[config.mk]
export PLATFORM = sky130hd
export DESIGN_NAME = alu_request_arbiter
export DESIGN_NICKNAME = d
export VERILOG_FILES = /design/src/rtl/alu_request_arbiter_pkg.sv /design/src/rtl/alu_request_arbiter_rr_arbiter.sv /design/src/rtl/alu_request_arbiter.sv
export SDC_FILE = /design/constraint.sdc
export NUM_CORES = 1
export LEC_CHECK = 0
export ABC_AREA = 1
export CAP_MARGIN = 40
export CORE_AREA = 5 5 190 192
export DETAILED_ROUTE_END_ITERATION = 10
export DIE_AREA = 0 0 195 197
export GPL_ROUTABILITY_DRIVEN = 0
export HOLD_SLACK_MARGIN = 0.02
export MAX_ROUTING_LAYER = met4
export SLEW_MARGIN = 5
export SYNTH_ARGS = -nofsm -noshare
export SYNTH_HDL_FRONTEND = slang
export SYNTH_SLANG_ARGS = --single-unit
[constraint.sdc]
create_clock -name clk -period 6.15 [get_ports clk]
set_input_delay 0.615 -clock clk [delete_from_list [all_inputs] [get_ports clk]]
set_output_delay 0.615 -clock clk [all_outputs]
set_load 0.005 [all_outputs]
[src/rtl/alu_request_arbiter_pkg.sv]
// Shared ALU types: one-hot operation flags plus the request/result bundles
// that travel through the arbiter's operand and result registers.
package alu_request_arbiter_pkg;

    localparam int DATA_W = 32;

    typedef struct packed {
        logic op_add;
        logic op_sub;
        logic op_and;
        logic op_or;
        logic op_xor;
        logic op_sll;
        logic op_srl;
        logic op_sra;
        logic op_slt;
        logic op_sltu;
        logic op_eq_b;
        logic op_ne_b;
        logic op_slt_b;
        logic op_sltu_b;
    } InstructionSetALU;

    typedef struct packed {
        InstructionSetALU  op;
        logic [DATA_W-1:0] in1;
        logic [DATA_W-1:0] in2;
        logic [DATA_W-1:0] in1_b;
        logic [DATA_W-1:0] in2_b;
    } AluRequest;

    typedef struct packed {
        logic [DATA_W-1:0] out;
        logic              out_b;
    } AluResult;

endpackage

[src/rtl/alu_request_arbiter_rr_arbiter.sv]
// Combinational round-robin picker: first valid bit at or after rr_ptr,
// wrapping; grant is suppressed when enable is low but idx still reports it.
module alu_request_arbiter_rr_arbiter #(
    parameter  int NUM_REQ = 2,
    localparam int IDX_W   = $clog2(NUM_REQ)
) (
    input  logic [NUM_REQ-1:0] valid,
    input  logic [IDX_W-1:0]   rr_ptr,
    input  logic               enable,
    output logic [NUM_REQ-1:0] grant,
    output logic [IDX_W-1:0]   idx
);

    logic found;

    always_comb begin
        grant = '0;
        idx   = '0;
        found = 1'b0;
        for (int k = 0; k < NUM_REQ; k++) begin
            int pos;
            pos = int'(rr_ptr) + k;
            if (pos >= NUM_REQ) begin
                pos = pos - NUM_REQ;
            end
            if (!found && valid[pos]) begin
                found = 1'b1;
                idx   = IDX_W'(pos);
            end
        end
        if (found && enable) begin
            grant[idx] = 1'b1;
        end
    end

endmodule

[src/rtl/alu_request_arbiter.sv]
// Shares one combinational ALU among NUM_REQ requesters: round-robin grant,
// operand register (S1) feeding the ALU, result register (S2) routed by tag.
module alu_request_arbiter
    import alu_request_arbiter_pkg::*;
#(
    parameter  int NUM_REQ = 2,
    localparam int IDX_W   = $clog2(NUM_REQ)
) (
    input  logic                           clk,
    input  logic                           reset,
    input  logic [NUM_REQ-1:0]             req_valid,
    output logic [NUM_REQ-1:0]             req_ready,
    input  InstructionSetALU [NUM_REQ-1:0] req_op,
    input  logic [NUM_REQ-1:0][31:0]       req_in1,
    input  logic [NUM_REQ-1:0][31:0]       req_in2,
    input  logic [NUM_REQ-1:0][31:0]       req_in1_b,
    input  logic [NUM_REQ-1:0][31:0]       req_in2_b,
    output logic [NUM_REQ-1:0]             rsp_valid,
    input  logic [NUM_REQ-1:0]             rsp_ready,
    output logic [31:0]                    rsp_out,
    output logic                           rsp_out_b,
    output InstructionSetALU               alu_op,
    output logic [31:0]                    alu_in1,
    output logic [31:0]                    alu_in2,
    output logic [31:0]                    alu_in1_b,
    output logic [31:0]                    alu_in2_b,
    input  logic [31:0]                    alu_out,
    input  logic                           alu_out_b
);

    AluRequest          req_bus [NUM_REQ];
    logic               s1_valid_reg;
    AluRequest          s1_req_reg;
    logic [IDX_W-1:0]   s1_tag_reg;
    logic               s2_valid_reg;
    AluResult           s2_res_reg;
    logic [IDX_W-1:0]   s2_tag_reg;
    logic [IDX_W-1:0]   rr_ptr_reg;
    logic [IDX_W-1:0]   rr_ptr_next;
    logic               s2_drain;
    logic               s1_adv;
    logic               can_accept;
    logic               accept;
    logic [NUM_REQ-1:0] grant;
    logic [IDX_W-1:0]   grant_idx;
    AluRequest          alu_req;

    generate
        for (genvar gi = 0; gi < NUM_REQ; gi++) begin : g_req
            assign req_bus[gi] = '{op: req_op[gi], in1: req_in1[gi], in2: req_in2[gi],
                                   in1_b: req_in1_b[gi], in2_b: req_in2_b[gi]};
            assign rsp_valid[gi] = s2_valid_reg && (s2_tag_reg == IDX_W'(gi));
        end
    endgenerate

    assign s2_drain   = s2_valid_reg & rsp_ready[s2_tag_reg];
    assign s1_adv     = s1_valid_reg & (~s2_valid_reg | s2_drain);
    assign can_accept = ~s1_valid_reg | s1_adv;

    // Reset also masks the grant so nothing looks accepted while it is held.
    alu_request_arbiter_rr_arbiter #(.NUM_REQ(NUM_REQ)) u_rr_arbiter (
        .valid  (req_valid),
        .rr_ptr (rr_ptr_reg),
        .enable (can_accept & ~reset),
        .grant  (grant),
        .idx    (grant_idx)
    );

    assign req_ready   = grant;
    assign accept      = |grant;
    assign rr_ptr_next = (grant_idx == IDX_W'(NUM_REQ - 1)) ? '0 : grant_idx + IDX_W'(1);

    assign alu_req   = s1_valid_reg ? s1_req_reg : '0;
    assign alu_op    = alu_req.op;
    assign alu_in1   = alu_req.in1;
    assign alu_in2   = alu_req.in2;
    assign alu_in1_b = alu_req.in1_b;
    assign alu_in2_b = alu_req.in2_b;

    assign rsp_out   = s2_res_reg.out;
    assign rsp_out_b = s2_res_reg.out_b;

    always_ff @(posedge clk or posedge reset) begin
        if (reset) begin
            s1_valid_reg <= 1'b0;
            s1_req_reg   <= '0;
            s1_tag_reg   <= '0;
            s2_valid_reg <= 1'b0;
            s2_res_reg   <= '0;
            s2_tag_reg   <= '0;
            rr_ptr_reg   <= '0;
        end else begin
            if (accept) begin
                s1_valid_reg <= 1'b1;
                s1_req_reg   <= req_bus[grant_idx];
                s1_tag_reg   <= grant_idx;
                rr_ptr_reg   <= rr_ptr_next;
            end else if (s1_adv) begin
                s1_valid_reg <= 1'b0;
            end
            // A drain and an advance in the same cycle simply reload S2.
            if (s1_adv) begin
                s2_valid_reg <= 1'b1;
                s2_res_reg   <= '{out: alu_out, out_b: alu_out_b};
                s2_tag_reg   <= s1_tag_reg;
            end else if (s2_drain) begin
                s2_valid_reg <= 1'b0;
            end
        end
    end

endmodule

Word-level counts from Yosys, hierarchy flattened
Cells that the tools add are included.
{"block": "word_totals", "inputBits": 323, "register_bits": 180}
{"block": "op_classes", "n_bitwise": 10, "reduce_logical": 9, "muxes": 26, "order_cmp": 8, "add_sub_neg": 4}
{"op": "142-bit 2-to-1 mux", "count": 4}
{"op": "32-bit by 3-bit less-than comparator with 1-bit output, second input constant", "count": 2}
{"op": "32-bit 2-to-1 mux", "count": 2}
{"op": "32-bit by 3-bit greater-or-equal comparator with 1-bit output, second input constant", "count": 1}
{"op": "32-bit by 3-bit subtractor with 32-bit output, second input constant", "count": 1}
{"op": "1-bit 2-to-1 mux", "count": 18}
{"op": "1-bit logical AND", "count": 5}
{"op": "1-bit by 2-bit less-than comparator with 1-bit output, second input constant", "count": 2}
{"op": "1-bit inverter", "count": 4}
{"op": "2-bit nonzero test", "count": 2}
{"op": "1-bit AND", "count": 3}
{"op": "1-bit by 2-bit subtractor with 3-bit output, second input constant", "count": 1}
{"op": "1-bit by 1-bit adder with 2-bit output, second input constant", "count": 1}
{"op": "1-bit by 2-bit greater-or-equal comparator with 1-bit output, second input constant", "count": 1}
{"op": "2-bit greater-or-equal comparator, second input constant", "count": 1}
{"op": "2-bit 2-to-1 mux", "count": 1}
{"op": "1-bit inverter with 2-bit output", "count": 1}
{"op": "1-bit OR", "count": 2}
{"op": "2-bit OR reduction", "count": 1}
{"op": "1-bit adder, second input constant", "count": 1}
{"op": "1-bit demux with 1-bit select", "count": 1}
{"op": "1-bit greater-or-equal comparator, second input constant", "count": 1}
{"op": "1-bit zero test", "count": 1}

Longest topological paths before layout
{"block": "depth", "depth_word": 16, "mapped_depth": 9}

Modules after synthesis
Synthesis repeated with hierarchy kept, for this count alone.
{"block": "unflattened", "hier_cells": 1242, "hier_area_um2": 8834.7}
{"mod": "alu_request_arbiter", "instances": 1, "seq_area_each_um2": 4504.3, "cells_each": 1234, "area_per_inst_um2": 8795.9}
{"mod": "alu_request_arbiter_rr_arbiter", "instances": 1, "seq_area_each_um2": 0.0, "cells_each": 8, "area_per_inst_um2": 38.8}

Worst setup path after synthesis
No wires, ideal clock.
{"block": "synth_timing", "kind": "in2out", "startpoint": "in req_valid[1]", "endpoint": "out req_ready[1]", "t_required_ps": 5535, "slack_ps": 4098, "path_stages": 6, "path_buffers": 3, "arrival_time_ps": 1437, "cell_sequence": "buf_4 -> nand2_1 -> buf_4 -> buf_2 -> nand3b_1 -> inv_1"}
{"block": "synth_between", "elab_chain_cells": 12, "elab_cells_between_ends": 19}
{"element": "from (decl)", "line": "alu_request_arbiter.sv:11", "source": "input logic [NUM_REQ-1:0] req_valid,"}
{"element": "1-bit 2-to-1 mux (implied by the code) (3 in a row)", "line": "alu_request_arbiter_rr_arbiter.sv:26", "source": "if (!found && valid[pos]) begin"}
{"element": "1-bit 2-to-1 mux", "line": "alu_request_arbiter_rr_arbiter.sv:26"}
{"element": "1-bit zero test", "line": "alu_request_arbiter_rr_arbiter.sv:26"}
{"element": "1-bit logical AND", "line": "alu_request_arbiter_rr_arbiter.sv:26"}
{"element": "1-bit 2-to-1 mux", "line": "alu_request_arbiter_rr_arbiter.sv:26"}
{"element": "1-bit by 2-bit less-than comparator with 1-bit output (implied by the code) / 1-bit greater-or-equal comparator (equally long branches)", "line": "alu_request_arbiter_rr_arbiter.sv:32", "source": "grant[idx] = 1'b1;"}
{"element": "1-bit logical AND (implied by the code)", "line": "alu_request_arbiter_rr_arbiter.sv:32"}
{"element": "1-bit 2-to-1 mux (implied by the code)", "line": "alu_request_arbiter_rr_arbiter.sv:32"}
{"element": "1-bit demux with 1-bit select"}
{"element": "2-bit 2-to-1 mux (*)", "line": "alu_request_arbiter_rr_arbiter.sv:31", "source": "if (found && enable) begin"}
{"element": "to (decl)", "line": "alu_request_arbiter.sv:12", "source": "output logic [NUM_REQ-1:0] req_ready,"}
Every way passes the cells marked *; elsewhere a longest branch is shown, timed or not. The select of a mux whose other input is x is not followed.

Worst setup path in the final report
{"block": "layout_timing", "startpoint": "in reset", "endpoint": "out req_ready[0]"}
{"block": "layout_between", "elab_chain_cells": 4}
{"element": "from (decl)", "line": "alu_request_arbiter.sv:10", "source": "input logic reset,"}
{"element": "1-bit inverter", "line": "alu_request_arbiter.sv:64", "source": ".enable (can_accept & ~reset),"}
{"element": "1-bit AND", "line": "alu_request_arbiter.sv:64"}
{"element": "1-bit logical AND", "line": "alu_request_arbiter_rr_arbiter.sv:31"}
{"element": "2-bit 2-to-1 mux", "line": "alu_request_arbiter_rr_arbiter.sv:31"}
Every way passes these cells.

==> results by group <==
Detailed routing
  • DR pass1 iterations: 5
  • Wire per inst: 17.47 um
  • Starting DRC count in detailed routing: 649
  • Routed Antenna Nets: 0
  • Routed vias: 11,390
  • Routed vias/inst: 4.636
  • DRC viols: 0
  • Detailed Route WL: 42,930 um

Cells and area
  • Filler cells: 3,465
  • Proportion of layout cells with a drive suffix above 1: 3.053%
  • Largest register FFs: 142
  • Synth-to-layout area growth: 58.58%
  • FF+latch area: 4508 um2
  • Area of the multi-input gates: 4633 um2
  • Final nets: 2,308

Worst setup path
  • CP required: 5.53 ns
  • Crit end category: output pin
  • Crit path kind: input port to output pin
  • Critical Path Start Type: input port
  • Crit path DAT: 2.82 ns
  • CP Max Fanout: 56

Global route
  • Initial antenna violation count: 4
  • Number of global-route vias before repair: 11,450
  • Largest net degree at the start of global routing: 81
  • Aggregate global routing overflow: 0
  • First-pass GRT wire length: 66,910 um
  • Global Route Usage Sum: 22.43%

Synth
  • Syn_area_per_cell: 6.542 um2
  • Syn_nets: 1,886
  • #FFs+latches synth: 180
  • Post-synth EDFFs: 0
  • Sequential share of the synthesized area: 44.05%
  • Netlist cell types: 16
  • Yosys top cell area share: 44.05%
  • Asr flop ratio synth: 100.0%
  • Top cells by area, synth: dfrtp_1, nand2_1, nand3_1
  • Top_reg_cell synth: dfrtp_1
  • Mapped Area: 10,220 um2
  • Number of synthesis warnings: 0
  • Synth cell count leaders: nand2_1, nand3_1, dfrtp_1, inv_1, buf_2
  • Most frequent cell after synthesis: nand2_1
  • Yosys top cell by area: dfrtp_1
  • Post-Syn Instances: 1,563

Flow run
  • Max-cap violations: 0

STA
  • Fmax: 0.2908 GHz
  • Minimum clock period: 3.439 ns
  • Number of setup violations in the final report: 0
  • Fin Clk Skew: 0.01043 ns
  • Setup_tns: 0 ns
  • Fin crit share: 55.92%
  • Max-slew violations: 0
  • Worst-Margin Slew: 0.9134 ns
  • Final hold vios: 0
  • RSZ-0062 raised after global routing: no
  • Setup ws final: 2.711 ns
  • Slew Limit Headroom: 39.10%

Clock tree
  • Cts repair resizes: 0
  • CTS tree: yes
  • Clock H-tree levels: 4
  • Clock Path Buffers: 2
  • # clock sinks: 180
  • Num CTS Buffers: 17
  • Post CTS Setup Buffer Count: 0
  • Later-pin clock latency in the skew report: 0.43 ns
  • Clock transition at path regs: 0.07 ns
  • CTS Root Cell: clkbuf_16
  • Cts hold-fix bufs: 0

Die
  • Boundary Pins: 502
  • Total die area: 38,420 um2
  • Chip Height: 197 um
  • Std-Cell Rows: 68
  • Initial Util: 29.89%
  • CORE AREA: 34,200 um2
  • Die width: 195 um

Power and ir drop
  • Int Pwr: 3.469 mW
  • VDD IR-drop max: 0.1898 mV
  • LEAKAGE: 8.881 nW
  • Power Total: 5.432 mW
  • Net switching power: 1.963 mW
  • Clock power frac: 23.4%
  • Switching Share: 36.13%
  • Sequential share of power: 34.0%
  • Combinational share of power: 42.5%
  • PwrDens: 335.0 nW/um2

Place
  • Dpl ws: 2.669 ns
  • Detailed Place HPWL: 31,220 um
  • PortBufs: 501

Min path
  • Worst hold path type: flop to flop

Outcome
  • Status: finished, final reports clean
per-stage QoR:
step	util, %	hold WS, ns	std cells	cell area [um2]
4_1_cts	47.38	0.4755	2453	16200
3_5_place_dp	45.39	0.4584	2421	15520
2_1_floorplan	-	0.4419	1563	10220
5_1_grt	47.41	0.4995	2457	16210
3_3_place_gp	45.03	0.4542	2416	15400
6_report	47.41	0.4722	2457	16210
per-layer routing:
metal  track usage, %  vias up  routed length (um)
li1                 -     5626                   -
met1            27.48     5315               17820
met2            37.19      411               21090
met3            6.188       38                3231
met4            5.146        0                 790
met5                -        -                   0
logic make-up after synthesis:
group                  count (synthesis)  share of synthesized area (%)
buffers and inverters                267                          10.81
AND/OR/NAND/NOR                     1116                          45.14
flip-flops                           180                          44.05
power by group through the flow:
stage                     combinational (mW)  clock (mW)  sequential (mW)
after CTS                               2.35        1.31             1.85
after global routing                    2.57        1.35             1.90
after floorplan                         1.10           0             1.79
final                                   2.31        1.27             1.85
after global placement                  2.31           0             1.85
after detailed placement                2.35           0             1.86
layout make-up:
class                      instances  area share, %
antenna                            4        0.06173
clock buffer                      20          2.878
clock inverter                    12          1.312
inverter                         149          3.496
multi-input combinational       1116          28.57
sequential                       180          27.80
tap                              455          3.511
timing repair buffer             521          32.36
worst max-delay path: stages:
cell	delay [ns]
clkdlybuf4s50_1	0.55
nor2_4	0.15
buf_4	0.51
nand3_1	0.27
inv_1	0.12
clkdlybuf4s50_1	0.56
cell usage in the layout, fill, tap and decap left out, types with 4 or more instances in the layout:
cell type / Yosys / layout
diode_2: 0 / 4
dfrtp_1: 180 / 179
bufinv_16: 0 / 5
nand2_1: 789 / 788
buf_4: 6 / 16
nand3_1: 319 / 319
inv_6: 0 / 4
clkbuf_16: 0 / 17
inv_1: 149 / 148
clkdlybuf4s50_1: 0 / 500
final timing paths:
path	startpoint	end	slack (ns)	cells after the start
worst max-delay path	reset	req_ready[0]	2.71	6
worst min-delay path	rsp_out[23]	rsp_out[23]	0.47	2
worst max register to register	s1_valid_reg	s1_req_reg[51]	3.29	6
worst min register to register	rsp_out[23]	rsp_out[23]	0.47	2
max in group asynchronous	reset	s1_req_reg[50]	3.92	4
min in group asynchronous	reset	s1_req_reg[61]	0.66	2
Power figures use the tool's default switching activity.
